### config.mk
export PLATFORM = sky130hd
export DESIGN_NAME = operand_hazard_unit
export DESIGN_NICKNAME = d
export VERILOG_FILES = /design/src/rtl/operand_hazard_unit.sv
export SDC_FILE = /design/constraint.sdc
export NUM_CORES = 1
export LEC_CHECK = 0
export ABC_AREA = 1
export BUFFER_PORTS_ARGS = -buffer_cell sky130_fd_sc_hd__buf_4
export CAP_MARGIN = 20
export CORE_ASPECT_RATIO = 1.75
export CORE_MARGIN = 2
export CORE_UTILIZATION = 30
export DETAILED_ROUTE_END_ITERATION = 7
export PLACE_DENSITY = 0.58
export SLEW_MARGIN = 20
export SYNTH_ARGS = -nofsm -noshare
export SYNTH_HDL_FRONTEND = slang
export SYNTH_SLANG_ARGS = --single-unit
### constraint.sdc
create_clock -name CLK -period 1.34 [get_ports CLK]
set_input_delay 0.134 -clock CLK [delete_from_list [all_inputs] [get_ports CLK]]
set_output_delay 0.134 -clock CLK [all_outputs]
set_load 0.02 [all_outputs]
### src/rtl/operand_hazard_unit.sv
// rtl/operand_hazard_unit.sv - operand forwarding selects and load-use stall for operand fetch
//
// Purpose:
//   Tracks the destination tags of the instructions in OF and EX and produces
//   registered forwarding selects for the operand-fetch muxes, plus a
//   combinational load-use stall for decode. A two-state FSM (RUN/BUBBLE)
//   ensures a load-use hazard stalls exactly once.
//
// Ports:
//   CLK, RESET          clock (rising edge), asynchronous active-high reset
//   AA, BA, MA, MB      decode source addresses and constant-operand selects
//   DA, RW, MD          decode destination, write enable, load indicator
//   Flush               kill the instruction entering OF
//   EX_Hazard_A/B       OF operand takes the EX-stage forward bus
//   WB_Hazard_A/B       OF operand takes the WB-stage BUS_D
//   Stall               hold PC and decode register this cycle
//   Fwd_Count           (HAZARD_STATS_EN) edges that set any hazard flag, saturating
//   Stall_Count         (HAZARD_STATS_EN) cycles with Stall=1, saturating
//
// Optional feature macro: HAZARD_STATS_EN
module operand_hazard_unit #(
  parameter int AW       = 5,
  parameter bit ZERO_REG = 1'b1
) (
  input  logic          CLK,
  input  logic          RESET,
  input  logic [AW-1:0] AA,
  input  logic [AW-1:0] BA,
  input  logic          MA,
  input  logic          MB,
  input  logic [AW-1:0] DA,
  input  logic          RW,
  input  logic          MD,
  input  logic          Flush,
  output logic          EX_Hazard_A,
  output logic          WB_Hazard_A,
  output logic          EX_Hazard_B,
  output logic          WB_Hazard_B,
  output logic          Stall
`ifdef HAZARD_STATS_EN
  ,
  output logic [15:0]   Fwd_Count,
  output logic [15:0]   Stall_Count
`endif
);

  typedef enum logic {RUN = 1'b0, BUBBLE = 1'b1} state_t;

  state_t state, state_next;

  // OF and EX tags. The WB-stage tag and the EX load bit are not stored:
  // no output ever compares against them, since a producer in WB is
  // already visible to the register file by the time a consumer reads it.
  logic [AW-1:0] da_of, da_ex;
  logic          rw_of, rw_ex;
  logic          md_of;

  logic hit_a_of, hit_b_of, hit_a_ex, hit_b_ex;
  logic lu;

  function automatic logic match(input logic [AW-1:0] src,
                                 input logic [AW-1:0] tag_da,
                                 input logic          tag_rw);
    return tag_rw && (tag_da == src) && !(ZERO_REG && (src == '0));
  endfunction

  always_comb begin
    hit_a_of = !MA && match(AA, da_of, rw_of);
    hit_b_of = !MB && match(BA, da_of, rw_of);
    hit_a_ex = !MA && match(AA, da_ex, rw_ex);
    hit_b_ex = !MB && match(BA, da_ex, rw_ex);
    lu       = md_of && rw_of && (hit_a_of || hit_b_of);
  end

  // State register
  always_ff @(posedge CLK or posedge RESET) begin
    if (RESET) state <= RUN;
    else       state <= state_next;
  end

  // Next-state logic; Flush wins over load-use.
  always_comb begin
    state_next = RUN;
    case (state)
      RUN:     state_next = (lu && !Flush) ? BUBBLE : RUN;
      BUBBLE:  state_next = RUN;
      default: state_next = RUN;
    endcase
  end

  // Output logic: stall only from RUN, so one load stalls at most once.
  always_comb begin
    Stall = 1'b0;
    if (state == RUN && lu && !Flush) Stall = 1'b1;
  end

  // Tag pipeline and registered forwarding flags
  always_ff @(posedge CLK or posedge RESET) begin
    if (RESET) begin
      da_of       <= '0;
      rw_of       <= 1'b0;
      md_of       <= 1'b0;
      da_ex       <= '0;
      rw_ex       <= 1'b0;
      EX_Hazard_A <= 1'b0;
      WB_Hazard_A <= 1'b0;
      EX_Hazard_B <= 1'b0;
      WB_Hazard_B <= 1'b0;
    end else begin
      da_ex <= da_of;
      rw_ex <= rw_of;
      if (Stall) begin
        // Bubble enters OF; decode re-presents the held instruction next cycle.
        da_of       <= '0;
        rw_of       <= 1'b0;
        md_of       <= 1'b0;
        EX_Hazard_A <= 1'b0;
        WB_Hazard_A <= 1'b0;
        EX_Hazard_B <= 1'b0;
        WB_Hazard_B <= 1'b0;
      end else begin
        da_of       <= DA;
        rw_of       <= RW && !Flush;
        md_of       <= MD;
        EX_Hazard_A <= hit_a_of;
        WB_Hazard_A <= hit_a_ex;
        EX_Hazard_B <= hit_b_of;
        WB_Hazard_B <= hit_b_ex;
      end
    end
  end

`ifdef HAZARD_STATS_EN
  logic any_set;
  assign any_set = !Stall && (hit_a_of || hit_b_of || hit_a_ex || hit_b_ex);

  always_ff @(posedge CLK or posedge RESET) begin
    if (RESET) begin
      Fwd_Count   <= '0;
      Stall_Count <= '0;
    end else begin
      if (any_set && Fwd_Count != 16'hFFFF)  Fwd_Count   <= Fwd_Count + 16'd1;
      if (Stall && Stall_Count != 16'hFFFF)  Stall_Count <= Stall_Count + 16'd1;
    end
  end
`endif

endmodule

==> parameters.txt <==
Parameter                              Value

Outcome
  Result of the run    finished, violations left
  Violated checks    negative setup slack

Route
  Via Count    roughly 920
  Drt drc    0
  DR WL met3    92 µm
  Post-route met1 wirelength    844 µm
  Number of nets with antenna violations after routing    0
  Starting DRT DRC Count    17
  Routed vias/inst    roughly 4.4
  Routed len/inst    roughly 11 µm
  DR pass1 iterations    3
  Post-Route WL    between 2 and 2.5 mm
  Total met2 wirelength after detailed routing    1.34 mm
  Top layer used by detailed routing    met4

Yosys
  Count of different cell masters after synthesis    22
  Post-synthesis compound-gate area fraction    about 8.4%
  Top-area cell type share of the netlist area    between 40 and 50%
  Simple-gate portion of the synthesized area    approximately a third
  Post-Syn Area per Cell    ~7.3 µm²
  Cell with the most instances after synthesis    sky130_fd_sc_hd__nand2_1
  Xor and xnor area share after synthesis    3.57%
  Top cells by area, synth    sky130_fd_sc_hd__dfrtp_1, sky130_fd_sc_hd__nand2_1, sky130_fd_sc_hd__inv_1
  Total nets after synthesis    roughly 160
  Synth Register Bits    18
  Most used flip-flop cell after synthesis    sky130_fd_sc_hd__dfrtp_1
  Arithmetic-cell share of the synthesized area counting full adders, half adders and majority gates    0%
  Mux share of post-synthesis cell area    0%
  Largest family of logic cells by synthesized area    simple AND/OR/NAND/NOR gates
  Mapped cell area    982 µm²
  Register area share after synthesis    between 40% and 50%
  Top cells by instance count after synthesis    sky130_fd_sc_hd__nand2_1, sky130_fd_sc_hd__inv_1, sky130_fd_sc_hd__dfrtp_1
  Yosys warning count    0
  Library cell with the largest summed area after synthesis    sky130_fd_sc_hd__dfrtp_1
  Async set-or-reset flop fraction in the synthesized netlist    between 90% and 100%
  Post-synth EDFFs    0
  Cells after synthesis    between 100 and 150

Timing
  Minimum clock period after layout    about 1.5 ns
  Final slew viol count    0
  Final hold violations    0
  Tightest Pin Transition    ~0.22 ns
  Highest clock rate    0.656 GHz
  RSZ-0062 raised after global routing    true
  Remaining max-slew budget at the tightest pin    about 85%
  Final Worst Setup Slack    -0.185 ns
  Final setup fails    1
  Share of the clock period used by the worst path    114%
  Final worst clock skew    between 0.0015 and 0.002 ns

Worst setup path
  Path type of the worst setup path    register to output port
  CP Data Arrival Time    ~1.4 ns
  Maximum fanout along the worst path    4
  Cell occurring most often along the worst timing path    sky130_fd_sc_hd__nand2_1
  Worst path slowest cell    sky130_fd_sc_hd__dfrtp_1
  Critical path startpoint category    register
  Cell breakdown of the critical path    inv_2, nand2_1, nand2_1, nand2_1, nor2_2, nand2_2, a21boi_2, buf_4
  Critical path's largest stage delay    0.42 ns
  Required time of the worst setup path    between 1 and 1.5 ns
  Endpoint kind of the worst setup timing path    output port

Final layout
  Growth of design area from synthesis to finish    35.9%
  Registers with the most flip-flops    da_ex x5, da_of x5
  Number of antenna repair diodes    0
  Post-layout util    42.5%
  Fillcell total    roughly 310
  Post-layout nets    193
  Share of layout cells above drive strength 1    between 20% and 30%

GRT
  Overall routing resource usage    15.5%
  Antenna violations before repair    0
  First-pass GRT wire length    about 4.1 mm
  Total congestion overflow    0
  Via count of the first global-routing pass    ~970
  Maximum number of pins on one net before global-route repair    19

Floorplan
  Boundary Pins    27
  Initial Utilization    between 30% and 40%
  Die footprint    approximately 3800 µm²
  Die X    47.3 µm
  Num rows    27
  Placeable core area    3140 µm²
  Vertical die dimension    79.7 µm

Clock tree
  Worst-skew pair later-pin latency    roughly 0.25 ns
  Total number of H-tree levels    1
  TritonCTS clock tree    yes
  Clock slew at the register clock pins of the worst setup and hold paths    about 0.06 ns
  Buffers from clock root to sink, at most    2
  Total clock buffers created by CTS    3
  Clock tree root buffer cell    sky130_fd_sc_hd__clkbuf_8
  Total number of clock tree sinks    18

Job
  Number of maximum-capacitance constraint violations    0

Place
  Detail Placement HPWL    1.97 mm
  Buffers on Ports    26
  Worst-case setup slack after placement    0.0285 ns
  Global placement routability congestion    ~0.8

Power
  Leakage power summed over all cells    0.737 nW
  Cell Pwr Density    849 nW/µm²
  Maximum resistive drop on vdd    0.708 mV

Hold path
  Worst hold path type    input port to register
final timing paths:
path | startpoint | endpoint | slack [ns] | cells after the start
setup / recovery | da_of[4] | Stall | -0.18 | 8
hold reg to reg | da_of[1] | da_ex[1] | 0.42 | 0
setup reg to reg | da_of[2] | da_of[0] | 0.01 | 9
min in group asynchronous | RESET | da_ex[2] | 0.46 | 4
hold / removal | DA[4] | da_of[4] | 0.09 | 3
max in group asynchronous | RESET | WB_Hazard_A | 0.69 | 4
per-stage QoR:
stage                     hold slack [ns]  TNS (ns)  cells  power, mW  instance area, µm²
final                              0.0913    -0.185    212       1.13                1340
after global routing               0.0949     -1.20    212       1.21                1340
after CTS                          0.0866    -0.217    211       1.15                1320
after detailed placement            0.174         0    205      0.775                1240
after global placement              0.168         0    205      0.771                1240
after floorplan                    0.0726         0    135      0.687                 982
report_power, final:
group	total (mW)	internal [mW]	switching [mW]	leakage [nW]
clock	0.367	0.200	0.168	0.0216
sequential	0.582	0.564	0.0175	0.224
combinational	0.185	0.0875	0.0972	0.491
total	1.13	0.851	0.282	0.737
logic make-up (layout without fill, tap and decap cells):
logic type | after synthesis | in the layout
AND/OR/NAND/NOR | 71 | 72
buffers and inverters | 28 | 61
flip-flops | 18 | 18
AO/OA/AOI/OAI | 14 | 14
XOR/XNOR | 4 | 4
per-layer routing:
| metal | track usage [%] | vias to the layer above |
|---|---|---|
| li1 | - | 483 |
| met1 | 17.4 | 402 |
| met2 | 25.0 | 27 |
| met3 | 1.81 | 12 |
| met4 | 11.7 | 0 |
| met5 | 0 | - |
placed cells by master (no fill, tap or decap):
cell type,n
sky130_fd_sc_hd__nand2_1,39
sky130_fd_sc_hd__buf_4,30
sky130_fd_sc_hd__inv_1,22
sky130_fd_sc_hd__dfrtp_1,18
sky130_fd_sc_hd__nor2_1,15
sky130_fd_sc_hd__a21oi_1,8
sky130_fd_sc_hd__nand3_1,6
sky130_fd_sc_hd__inv_2,5
sky130_fd_sc_hd__nor2_2,3
sky130_fd_sc_hd__clkbuf_8,3
sky130_fd_sc_hd__nand2_2,2
sky130_fd_sc_hd__a21boi_2,2
sky130_fd_sc_hd__xor2_1,2
sky130_fd_sc_hd__nor3_1,2
sky130_fd_sc_hd__xnor2_1,2
sky130_fd_sc_hd__nand3_2,1
sky130_fd_sc_hd__and3_1,1
sky130_fd_sc_hd__nand2_8,1
sky130_fd_sc_hd__o211ai_1,1
sky130_fd_sc_hd__o21ai_0,1
sky130_fd_sc_hd__o22ai_1,1
sky130_fd_sc_hd__nand4_1,1
sky130_fd_sc_hd__a21oi_2,1
sky130_fd_sc_hd__nand2_4,1
sky130_fd_sc_hd__dlygate4sd3_1,1
worst max-delay path, delay by kind of cell (launching register included):
family                 cells  cell delay, ns
flip-flops                 1            0.42
buffers and inverters      2            0.21
AND/OR/NAND/NOR            5            0.37
AO/OA/AOI/OAI              1            0.13
final cells by class:
class,count,area (µm²),area share (%)
multi-input combinational,90,453,33.9
sequential,18,450,33.7
timing repair buffer,31,235,17.6
inverter,27,101,7.59
tap,43,53.8,4.03
clock buffer,3,41.3,3.09
timing repair:
action | CTS | global route
hold buffers | 1 | 0
pin swaps | 1 | 3
endpoints found under the hold margin | 18 | 0
setup buffers | 2 | 1
setup endpoints to repair | 1 | 11
gates cloned | 0 | 1
gates resized for setup | 1 | 3
(Power assumes the default switching activity.)
